`config.mk`:
```
export PLATFORM = sky130hd
export DESIGN_NAME = button_conditioner
export DESIGN_NICKNAME = d
export VERILOG_FILES = /design/src/rtl/button_conditioner.sv
export SDC_FILE = /design/constraint.sdc
export NUM_CORES = 1
export LEC_CHECK = 0
export ABC_AREA = 1
export BUFFER_PORTS_ARGS = -buffer_cell sky130_fd_sc_hd__buf_4
export CORE_MARGIN = 2
export CORE_UTILIZATION = 45
export DETAILED_ROUTE_END_ITERATION = 16
export PLACE_DENSITY_LB_ADDON = 0.1
export SLEW_MARGIN = 10
export SYNTH_ARGS = -nofsm -noshare
export SYNTH_HDL_FRONTEND = slang
export SYNTH_SLANG_ARGS = --single-unit
```
`constraint.sdc`:
```
create_clock -name fast_clock -period 3.27 [get_ports fast_clock]
set_input_delay 0.4905 -clock fast_clock [delete_from_list [all_inputs] [get_ports fast_clock]]
set_output_delay 0.4905 -clock fast_clock [all_outputs]
set_load 0.02 [all_outputs]
```
`src/rtl/button_conditioner.sv`:
```
// button_conditioner: debounces active-low keys into clean levels and one-cycle press/release pulses.
// Optional macro BUTTON_AUTOREPEAT_EN adds periodic press_pulse re-firing while a key is held.
module button_conditioner #(
    parameter int BUTTON_COUNT  = 4,
    parameter int COUNTER_WIDTH = 20,
    parameter int STABLE_COUNT  = 500000,
    parameter int REPEAT_COUNT  = 5000000
) (
    input  logic                    fast_clock,
    input  logic                    reset,
    input  logic [BUTTON_COUNT-1:0] raw_buttons,
    output logic [BUTTON_COUNT-1:0] level,
    output logic [BUTTON_COUNT-1:0] press_pulse,
    output logic [BUTTON_COUNT-1:0] release_pulse,
    output logic [BUTTON_COUNT-1:0] busy
);
    typedef enum logic [1:0] {RELEASED, WAIT_PRESS, PRESSED, WAIT_RELEASE} state_t;
    localparam logic [COUNTER_WIDTH-1:0] STABLE = COUNTER_WIDTH'(STABLE_COUNT);
    localparam logic [COUNTER_WIDTH-1:0] ONE = COUNTER_WIDTH'(1);
    logic [BUTTON_COUNT-1:0] sync1, sync2;
    // two-flop synchronizer; flops rest at the released (high) key level
    always_ff @(posedge fast_clock or posedge reset) begin
        if (reset) begin
            sync1 <= '1;
            sync2 <= '1;
        end else begin
            sync1 <= raw_buttons;
            sync2 <= sync1;
        end
    end
    genvar i;
    for (i = 0; i < BUTTON_COUNT; i++) begin : g_lane
        logic sampled;
        state_t state, state_next;
        logic [COUNTER_WIDTH-1:0] cnt, cnt_next;
        logic press_q, release_q, press_next, release_next;
        logic lane_level, lane_busy;
        assign sampled = ~sync2[i];
`ifdef BUTTON_AUTOREPEAT_EN
        localparam logic [COUNTER_WIDTH+3:0] REPEAT = (COUNTER_WIDTH+4)'(REPEAT_COUNT);
        localparam logic [COUNTER_WIDTH+3:0] RONE = (COUNTER_WIDTH+4)'(1);
        logic [COUNTER_WIDTH+3:0] rep, rep_next;
        logic rep_hit;
        assign rep_hit = (state == PRESSED) && sampled && (rep + RONE == REPEAT);
`endif
        // lane state, stability counter and registered pulses
        always_ff @(posedge fast_clock or posedge reset) begin
            if (reset) begin
                state     <= RELEASED;
                cnt       <= '0;
                press_q   <= 1'b0;
                release_q <= 1'b0;
`ifdef BUTTON_AUTOREPEAT_EN
                rep       <= '0;
`endif
            end else begin
                state     <= state_next;
                cnt       <= cnt_next;
                press_q   <= press_next;
                release_q <= release_next;
`ifdef BUTTON_AUTOREPEAT_EN
                rep       <= rep_next;
`endif
            end
        end
        // next state: a disagreeing level must persist STABLE_COUNT counted cycles to be accepted
        always_comb begin
            state_next   = state;
            cnt_next     = cnt;
            press_next   = 1'b0;
            release_next = 1'b0;
            case (state)
                RELEASED: begin
                    if (sampled) begin
                        state_next = WAIT_PRESS;
                        cnt_next   = ONE;
                    end
                end
                WAIT_PRESS: begin
                    if (!sampled) begin
                        state_next = RELEASED;
                        cnt_next   = '0;
                    end else if (cnt == STABLE) begin
                        state_next = PRESSED;
                        cnt_next   = '0;
                        press_next = 1'b1;
                    end else begin
                        cnt_next = cnt + ONE;
                    end
                end
                PRESSED: begin
                    if (!sampled) begin
                        state_next = WAIT_RELEASE;
                        cnt_next   = ONE;
                    end
                end
                WAIT_RELEASE: begin
                    if (sampled) begin
                        state_next = PRESSED;
                        cnt_next   = '0;
                    end else if (cnt == STABLE) begin
                        state_next   = RELEASED;
                        cnt_next     = '0;
                        release_next = 1'b1;
                    end else begin
                        cnt_next = cnt + ONE;
                    end
                end
                default: begin
                    state_next = RELEASED;
                    cnt_next   = '0;
                end
            endcase
`ifdef BUTTON_AUTOREPEAT_EN
            rep_next   = ((state == PRESSED) && sampled && !rep_hit) ? rep + RONE : '0;
            press_next = press_next | rep_hit;
`endif
        end
        // per-state outputs decoded from the registered state
        always_comb begin
            lane_level = (state == PRESSED) || (state == WAIT_RELEASE);
            lane_busy  = (state == WAIT_PRESS) || (state == WAIT_RELEASE);
        end
        assign level[i]         = lane_level;
        assign busy[i]          = lane_busy;
        assign press_pulse[i]   = press_q;
        assign release_pulse[i] = release_q;
    end
endmodule

```
==> metrics.md <==
| Metric | Value |
|---|---|
| First-pass detailed-route iteration total | `5` |
| Seq/Total Area, Yosys | `43.3%` |
| Ys flop type | `dfrtp_1` |
| Combinational power share | `26.4%` |
| Status | `complete, no violations` |
| Antenna-violating nets left | `0` |
| Count leader, synth | `nand2_1` |
| Critical path endpoint | `g_lane[3].cnt[13]` |
| Synth Area per Inst | `7.67 um2` |
| Cell Rows | `42` |
| Synth Instances | `786` |
| Worst-path maximum fanout | `15` |
| Crit path from | `sync2[3]` |
| R2r endpoint | `g_lane[3].cnt[13]` |
| Starting Density | `45.9%` |
| Filler cells | `1270` |
| Sequential power share | `40.4%` |
| CTS Buf Count | `9` |
| Final-report max-slew violation count | `0` |
| Top post-synthesis cells by count | `199 x nand2_1, 108 x inv_1, 96 x dfrtp_1` |
| WHS | `215 ps` |
| Die Y | `120 um` |
| Kind of critical path | `reg -> reg` |
| Total wire length | `12200 um` |
| Iteration-0 DRC Markers | `298` |
| CTS sink cnt | `104` |
| Non-filler cells, final | `967` |
| R2R depth | `6` |
| Max_cap viols | `0` |
| Unique masters post-synth | `31` |
| Die X | `120 um` |
| Warning count from the yosys run | `0` |
| Htree depth | `3` |
| Post-DP HPWL | `8720 um` |
| Root Buffer | `clkbuf_16` |
| Cts hold-fix bufs | `0` |
| Yosys reg bits | `104` |
| Switch Pwr | `1.27 mW` |
| Synth-to-Final Area Change | `8.72%` |
| CTS tree | `yes` |
| WL per Instance | `12.7 um` |
| Initial antenna violation count | `0` |
| Final setup TNS | `0 ps` |
| Port Buffers | `21` |
| Syn_nets | `800` |
| Clock Power Share | `33.1%` |
| Dominant cells by area after synthesis | `dfrtp_1 40%, nand2_1 12%, inv_1 6.7%, nand3_1 6.2%, nor2_1 3.7%` |
| EDFF count, synth | `0` |
| Max-slew headroom | `56.4%` |
| VDD IR-drop max | `0.000348 V` |
| GPL Wtd Cong | `0.821` |
| CP Launch Type | `flip-flop` |
| Top cell type's share of synthesized area | `39.9%` |
| Remaining Overflow, GRT | `0` |
| Int Pwr | `2.43 mW` |
| Overall Global Routing Usage | `18.6%` |
| Slew @ Worst Pin | `649 ps` |
| Worst Skew | `6.65 ps` |
| Total power | `3.70 mW` |
| Post-synthesis cell area | `6030 um2` |
| CP arrival | `2080 ps` |
| Vias per std cell | `5.09` |
| Largest net degree at the start of global routing | `47` |
| Worst reg-to-reg setup slack | `1460 ps` |
| # nets final | `801` |
| CP required | `3540 ps` |
| I/O pin cnt | `22` |
| Die area | `14300 um2` |
| Final setup fails | `0` |
| Switch share | `34.4%` |
| Core area | `13100 um2` |
| FMAX | `553 MHz` |
| Placed insts | `952` |
| Global-route wire length before repair | `21700 um` |
| Layout cell share with drive strength beyond 1 | `11.5%` |
| Cts repair resizes | `0` |
| RSZ-0062 raised after global routing | `no` |
| Final std cell area, no fill | `6550 um2` |
| Worst R2R Start | `sync2[3]` |
| Fin crit period | `1810 ps` |
| DRC | `0` |
| Clock latency on the worst-skew pair | `350 ps` |
| Setup crit end kind | `flip-flop` |
| Synth area leader | `dfrtp_1` |
| Maximum clock path buffer count | `2` |
| Routed via count | `4922` |
| Period utilisation layout | `55.3%` |
| Vias in the first global route | `4741` |
| Postcts setup bufs | `0` |
| Async SR Flop Fraction | `100%` |
| Hold WC Path Type | `in -> async` |
| Reg clk slew, reported paths | `70 ps` |
| Placed Area | `6220 um2` |
| Static leakage | `2.86 nW` |
| Diodes inserted | `0` |
| Power density cells | `564 nW/um2` |
| Number of hold violations in the final report | `0` |
how the worst min path moves through the flow:
stage | from | endpoint | slack, ps | depth (start not counted)
6_report | reset | g_lane[1].release_q | 210 | 2
5_1_grt | raw_buttons[0] | sync1[0] | 230 | 1
4_1_cts | reset | g_lane[0].cnt[8] | 230 | 2
3_5_place_dp | sync1[0] | sync2[0] | 350 | 0
3_3_place_gp | sync1[0] | sync2[0] | 350 | 0
2_1_floorplan | sync1[0] | sync2[0] | 350 | 0
cell families after synthesis:
| logic type | Yosys count | synth area share [%] |
|---|---|---|
| XOR/XNOR | 30 | 4.36 |
| adder cells (fa/ha/maj) | 8 | 1.66 |
| AND/OR/NAND/NOR | 409 | 31.0 |
| AO/OA/AOI/OAI | 92 | 9.22 |
| flip-flops | 104 | 43.3 |
| buffers and inverters | 143 | 10.4 |
per-stage QoR:
step	setup slack [ps]	utilization [%]
2_1_floorplan	60.6	-
6_report	1460	49.9
4_1_cts	1450	49.9
3_5_place_dp	1460	47.3
5_1_grt	1270	49.9
3_3_place_gp	1530	47.3
placed cells by master, fill, tap and decap left out, drive strengths merged:
master and instances:
dfstp 8, dfrtp 96, bufinv 3, clkbuf 9, nand4 20, o21ai 43, o22ai 29, nand2 204
xor2 25, nor2 81, a31oi 4, clkinv 3, o21bai 2, or2 2, inv 110, ha 8
buf 23, nand3 78, nor3 18, xnor2 5, nand3b 6, a21oi 14
cell type report:
cell class,count,area [um2],share of cell area [%]
clock buffer,9,225,3.44
multi-input combinational,539,2790,42.5
inverter,110,415,6.34
sequential,104,2610,39.9
clock inverter,6,109,1.66
tap,176,220,3.36
timing repair buffer,23,185,2.83
power by group through the flow:
stage / clock [mW] / combinational (mW) / sequential [mW]
final: 1.23 / 0.978 / 1.50
after global placement: 0 / 0.971 / 1.52
after CTS: 1.27 / 0.996 / 1.50
after global routing: 1.32 / 1.11 / 1.51
after floorplan: 0 / 0.858 / 1.49
after detailed placement: 0 / 0.990 / 1.52
sequential cells by signal, summed over array words and instances (netlist names), named ones only:
signal            count
g_lane.cnt           80
g_lane.press_q        4
g_lane.release_q      4
g_lane.state          4
sync1                 4
sync2                 4
worst max-delay path: stages (launching register included):
cell and delay [ps]:
dfstp_2 540, inv_1 60, nand2_1 70, nand3_1 420, inv_1 390, nand2_1 90
a21oi_1 160
layer usage:
metal,up-vias,track usage [%],wire length [um]
met4,0,5.96,199
met2,72,30.2,5740
met5,-,0,0
met1,2322,24.5,5910
met3,18,4.56,393
li1,2510,-,-
Power figures use the tool's default switching activity.
